`config.mk`:
```
export PLATFORM = sky130hd
export DESIGN_NAME = spi_slave_frontend
export DESIGN_NICKNAME = d
export VERILOG_FILES = /design/src/rtl/spi_slave_frontend.sv
export SDC_FILE = /design/constraint.sdc
export NUM_CORES = 1
export LEC_CHECK = 0
export CAP_MARGIN = 15
export CORE_ASPECT_RATIO = 1.2
export CORE_MARGIN = 8
export CORE_UTILIZATION = 56
export CTS_CLUSTER_SIZE = 40
export DETAILED_ROUTE_END_ITERATION = 10
export DONT_BUFFER_PORTS = 1
export GPL_ROUTABILITY_DRIVEN = 1
export GPL_TIMING_DRIVEN = 0
export PLACE_DENSITY = 0.74
export SKIP_LAST_GASP = 1
export SLEW_MARGIN = 20
export SYNTH_ARGS = -nofsm -noshare
export SYNTH_HDL_FRONTEND = slang
export SYNTH_SLANG_ARGS = --single-unit
```
`constraint.sdc`:
```
create_clock -name clk -period 1.6 [get_ports clk]
set_clock_uncertainty 0.1 [all_clocks]
set_input_delay 0.4 -clock clk [delete_from_list [all_inputs] [get_ports clk]]
set_output_delay 0.4 -clock clk [all_outputs]
set_load 0.1 [all_outputs]
```
`src/rtl/spi_slave_frontend.sv`:
```
// rtl/spi_slave_frontend.sv - SPI slave front-end: MOSI frame deserialiser and MISO read-byte serialiser
//
// Ports:
//   clk       system / SPI clock, rising edge
//   rst       synchronous active-high reset
//   SS_n      slave select, active low, frames the transfer
//   MOSI      serial data in, MSB first
//   MISO      serial data out, MSB first
//   rx_data   completed frame {cmd[1:0], payload}
//   rx_valid  one-cycle strobe qualifying rx_data
//   tx_data   read byte returned by the RAM
//   tx_valid  strobe qualifying tx_data
module spi_slave_frontend #(
    parameter int DATA_W = 8
) (
    input  logic              clk,
    input  logic              rst,
    input  logic              SS_n,
    input  logic              MOSI,
    output logic              MISO,
    output logic [DATA_W+1:0] rx_data,
    output logic              rx_valid,
    input  logic [DATA_W-1:0] tx_data,
    input  logic              tx_valid
);

    localparam int FRAME_W = DATA_W + 2;
    // bit_cnt holds the number of frame bits already taken in
    localparam logic [3:0] LAST_RX = 4'(FRAME_W - 1);
    localparam logic [3:0] RX_DONE = 4'(FRAME_W);
    // tx_cnt: 0 = waiting for the RAM byte, 1..DATA_W-1 = shifting,
    // DATA_W = final edge that returns MISO to 0, DATA_W+1 = finished
    localparam logic [3:0] TX_LAST = 4'(DATA_W);
    localparam logic [3:0] TX_DONE = 4'(DATA_W + 1);

    typedef enum logic [2:0] {
        IDLE,
        CHK_CMD,
        WRITE,
        READ_ADD,
        READ_DATA
    } state_t;

    state_t state, next_state;

    logic [3:0]         bit_cnt;
    logic [3:0]         tx_cnt;
    logic [FRAME_W-1:0] shift_in;
    logic [DATA_W-2:0]  tx_shift;
    logic               rd_addr_done;

    always_ff @(posedge clk) begin
        if (rst) begin
            state <= IDLE;
        end else begin
            state <= next_state;
        end
    end

    always_comb begin
        next_state = state;
        case (state)
            IDLE: begin
                if (!SS_n) next_state = CHK_CMD;
            end
            CHK_CMD: begin
                if (SS_n)              next_state = IDLE;
                else if (!MOSI)        next_state = WRITE;
                else if (rd_addr_done) next_state = READ_DATA;
                else                   next_state = READ_ADD;
            end
            default: begin
                if (SS_n) next_state = IDLE;
            end
        endcase
    end

    always_ff @(posedge clk) begin
        if (rst) begin
            bit_cnt      <= '0;
            tx_cnt       <= '0;
            shift_in     <= '0;
            tx_shift     <= '0;
            rx_data      <= '0;
            rx_valid     <= 1'b0;
            MISO         <= 1'b0;
            rd_addr_done <= 1'b0;
        end else begin
            rx_valid <= 1'b0;
            if (SS_n) begin
                // Abort or idle: drop any partial frame, keep rd_addr_done
                // so an interrupted read-data frame can be retried.
                bit_cnt  <= '0;
                tx_cnt   <= '0;
                shift_in <= '0;
                tx_shift <= '0;
                MISO     <= 1'b0;
            end else begin
                case (state)
                    IDLE: begin
                        bit_cnt <= '0;
                    end
                    CHK_CMD: begin
                        shift_in <= {shift_in[FRAME_W-2:0], MOSI};
                        bit_cnt  <= 4'd1;
                    end
                    WRITE, READ_ADD, READ_DATA: begin
                        if (bit_cnt < RX_DONE) begin
                            shift_in <= {shift_in[FRAME_W-2:0], MOSI};
                            bit_cnt  <= bit_cnt + 4'd1;
                            if (bit_cnt == LAST_RX) begin
                                rx_data  <= {shift_in[FRAME_W-2:0], MOSI};
                                rx_valid <= 1'b1;
                                if (state == READ_ADD) rd_addr_done <= 1'b1;
                            end
                        end else if (state == READ_DATA) begin
                            if (tx_cnt == 4'd0) begin
                                if (tx_valid) begin
                                    MISO     <= tx_data[DATA_W-1];
                                    tx_shift <= tx_data[DATA_W-2:0];
                                    tx_cnt   <= 4'd1;
                                end
                            end else if (tx_cnt < TX_LAST) begin
                                MISO     <= tx_shift[DATA_W-2];
                                tx_shift <= {tx_shift[DATA_W-3:0], 1'b0};
                                tx_cnt   <= tx_cnt + 4'd1;
                            end else if (tx_cnt == TX_LAST) begin
                                MISO         <= 1'b0;
                                rd_addr_done <= 1'b0;
                                tx_cnt       <= TX_DONE;
                            end
                        end
                    end
                    default: ;
                endcase
            end
        end
    end

endmodule
```
==> summary.txt <==
Status = complete, but fails checks
Failing checks = negative setup slack
Period minus WS final = 1.97 ns
Die Height = 81.7 um
Cell Area, Synth = 2010 um2
RSZ-0062 raised after global routing = true
Switch share = 0.238
Synth Instances = 229
NetSw = 0.443 mW
Share of layout cells above drive strength 1 = 0.412
Initial core utilization = 0.568
Req. time, crit path = 1.66 ns
Comb power frac = 0.078
Mean Syn Cell Area = 8.79 um2
# diodes = 0
WP depth = 7
Vias post-DR = 1882
PortBufs = 0
Delay-heaviest family, CP = buffers and inverters
Clk pwr share = 0.374
CTS Buf Count = 5
Vias/cell = 6.29
Final design utilization = 0.744
Register clock-pin slew on the reported worst setup and hold paths = 0.07 ns
Grt met1 use = 0.190
Final setup vio count = 30
Wire length per cell = 19.0 um
Met3 Use GR = 0.0513
Ys async rst share = 0
Reg power frac = 0.548
I/O Pins = 25
Yosys warns = 0
Largest area contributor in the netlist = dfxtp_1
GP Congestion = 0.905
Fmax = 508 MHz
WS Path Type = reg -> reg
Clock tree buffer depth = 2
MaxCap Viol Count = 0
Worst-Margin Slew = 0.629 ns
Startpoint types = flip-flop
Slew headroom = 0.581
Final WS setup = -0.368 ns
Most numerous cell on the critical path = buf_6
Synth Register Bits = 40
Gr busiest metal = met2
Fin nets = 276
PwrDens = 706 nW/um2
Unique masters post-synth = 40
Dpl hpwl = 3250 um
Syn nets = 246
Tcrit/Tclk final = 1.23
Fin. Hold Viols = 0
Drt pass-1 iters = 4
R2r worst-path depth = 7
Area share of the largest cell type after synthesis = 0.398
Synth Flop Type = dfxtp_1
CP endpoint = rx_data[8]
Hold crit path type = in -> reg
CTS tree = yes
Met2 Resource Use GR = 0.335
Maximum vdd drop = 589 uV
H-tree depth = 2
CTS root buf = clkbuf_8
Crit-path cells = or3b_1 -> buf_6 -> a2111oi_4 -> buf_4 -> buf_6 -> mux2i_1 -> nor2_1
Clock latency on the worst-skew pair = 0.30 ns
Initial drt markers = 118
Critical-path top delay cell = or3b_1
CTS sink cnt = 40
First-pass GRT wire length = 8450 um
Total wire length = 5690 um
EDFF count, synth = 0
Initial antenna violation count = 0
Sequential area share after synthesis = 0.398
Reg2reg end = rx_data[8]
Most common cell in the netlist = dfxtp_1
TNS Setup = -6.80 ns
Die width = 70.7 um
CP endpoint kind = flip-flop
# fillers = 269
Vias in the first global route = 1817
Synth top area cells = dfxtp_1, mux2i_1, nor2_1, a21oi_1, o221a_1
Crit. Startpoint = state[0]
Core area = 3540 um2
Hold_buf cts = 0
Internal = 1.42 mW
Register-to-register setup slack = -0.37 ns
Area Overhead vs Synth = 30.9%
CP bufs+invs = 3
Data arrival, critical path = 2.03 ns
CP Max Fanout = 5
Pins Over Slew Limit = 0
CP peak stage delay = 0.36 ns
Leak pwr = 0.923 nW
Die Area = 5780 um2
Most frequent cells after synthesis = dfxtp_1, nor2_1, a21oi_1
Pin count of the biggest net entering global routing = 12
GRT overflow = 0
Worst r2r src = state[0]
DRC Markers = 0
Gr usage total = 0.184
Antenna Nets Post-Route = 0
# rows = 24
power groups by stage:
stage	Clock, mW	Sequential, mW	Combinational [mW]
2_1_floorplan	0	1.04	0.0863
3_3_place_gp	0	1.05	0.107
3_5_place_dp	0	1.05	0.109
4_1_cts	0.699	1.02	0.127
5_1_grt	0.739	1.02	0.155
6_report	0.696	1.02	0.144
how the worst min path moves through the flow:
stage	startpoint	to	slack (ns)	cells past startpoint
floorplan	tx_shift[0]	tx_shift[0]	0.34	2
global placement	tx_shift[0]	tx_shift[0]	0.36	2
detailed placement	tx_shift[0]	tx_shift[0]	0.36	2
CTS	rst	rx_valid	0.06	1
global route	rst	rx_valid	0.06	1
finish	rst	rx_data[9]	0.06	1
timing repair:
item,in CTS,in global routing
pin swaps,18,25
setup endpoints to repair,49,37
buffers inserted,19,6
hold endpoints to repair,0,0
cloned,3,0
gates resized for setup,44,45
metrics by stage:
step / hold slack [ns] / setup WS [ns] / cells / power (mW) / area [um2]
floorplan: 0.343 / -0.202 / 229 / 1.13 / 2030
global placement: 0.356 / -0.378 / 268 / 1.15 / 2080
detailed placement: 0.359 / -0.414 / 268 / 1.15 / 2080
CTS: 0.0581 / -0.347 / 295 / 1.84 / 2450
global route: 0.0614 / -0.451 / 299 / 1.92 / 2640
finish: 0.0583 / -0.368 / 299 / 1.86 / 2640
routing by layer:
layer  vias to the layer above  wire length, um
li1                        898                -
met1                       912             2290
met2                        57             2940
met3                        15              294
met4                         0              176
met5                         -                0
cells in the final DEF, fill, tap and decap left out, drive strengths merged, types with 2 or more instances in the layout:
cell / Yosys / final
nor3: 4 / 4
nor2: 29 / 29
o22ai: 3 / 3
o21a: 3 / 3
or2: 4 / 4
a41oi: 2 / 2
clkbuf: 13 / 17
or3: 8 / 8
ha: 4 / 4
mux2i: 12 / 12
o21ai: 19 / 19
a21oi: 20 / 20
nand2b: 4 / 4
nor4b: 2 / 2
nand4: 2 / 2
a21o: 1 / 2
nand4b: 2 / 2
dfxtp: 40 / 40
a311oi: 7 / 7
buf: 3 / 29
inv: 7 / 7
nand3: 4 / 4
nand2: 13 / 13
nor2b: 3 / 3
a2111oi: 3 / 3
nor4: 2 / 2
or3b: 2 / 2
o221a: 7 / 7
worst register-to-register path: cells and delay by family (launching register included):
family | cells | cell delay, ns
AOI/OAI and AO/OA | 1 | 0.32
buffers and inverters | 3 | 0.46
DFF | 1 | 0.34
muxes | 1 | 0.18
and+or+nand+nor | 2 | 0.43
final cells by class:
| class | instances | area [um2] | area share |
|---|---|---|---|
| buffer | 14 | 101 | 0.0385 |
| sequential | 40 | 827 | 0.314 |
| tap | 39 | 48.8 | 0.0185 |
| timing repair buffer | 24 | 215 | 0.0817 |
| clock buffer | 8 | 90.1 | 0.0342 |
| multi-input combinational | 167 | 1330 | 0.503 |
| inverter | 7 | 26.3 | 0.00997 |
kinds of logic (layout without fill, tap and decap cells):
family / after synthesis / in the layout / synth area share
mux: 13 / 13 / 0.0653
fa+ha+maj: 4 / 4 / 0.0249
flops: 40 / 40 / 0.398
compound gates: 67 / 68 / 0.242
buf+inv: 23 / 53 / 0.0541
simple gates: 82 / 82 / 0.216
registers in the layout, indices dropped and copies added (netlist names):
name          flops
MISO              1
bit_cnt           4
rd_addr_done      1
rx_data          10
rx_valid          1
shift_in          9
state             3
tx_cnt            4
tx_shift          7
(Power assumes the default switching activity.)
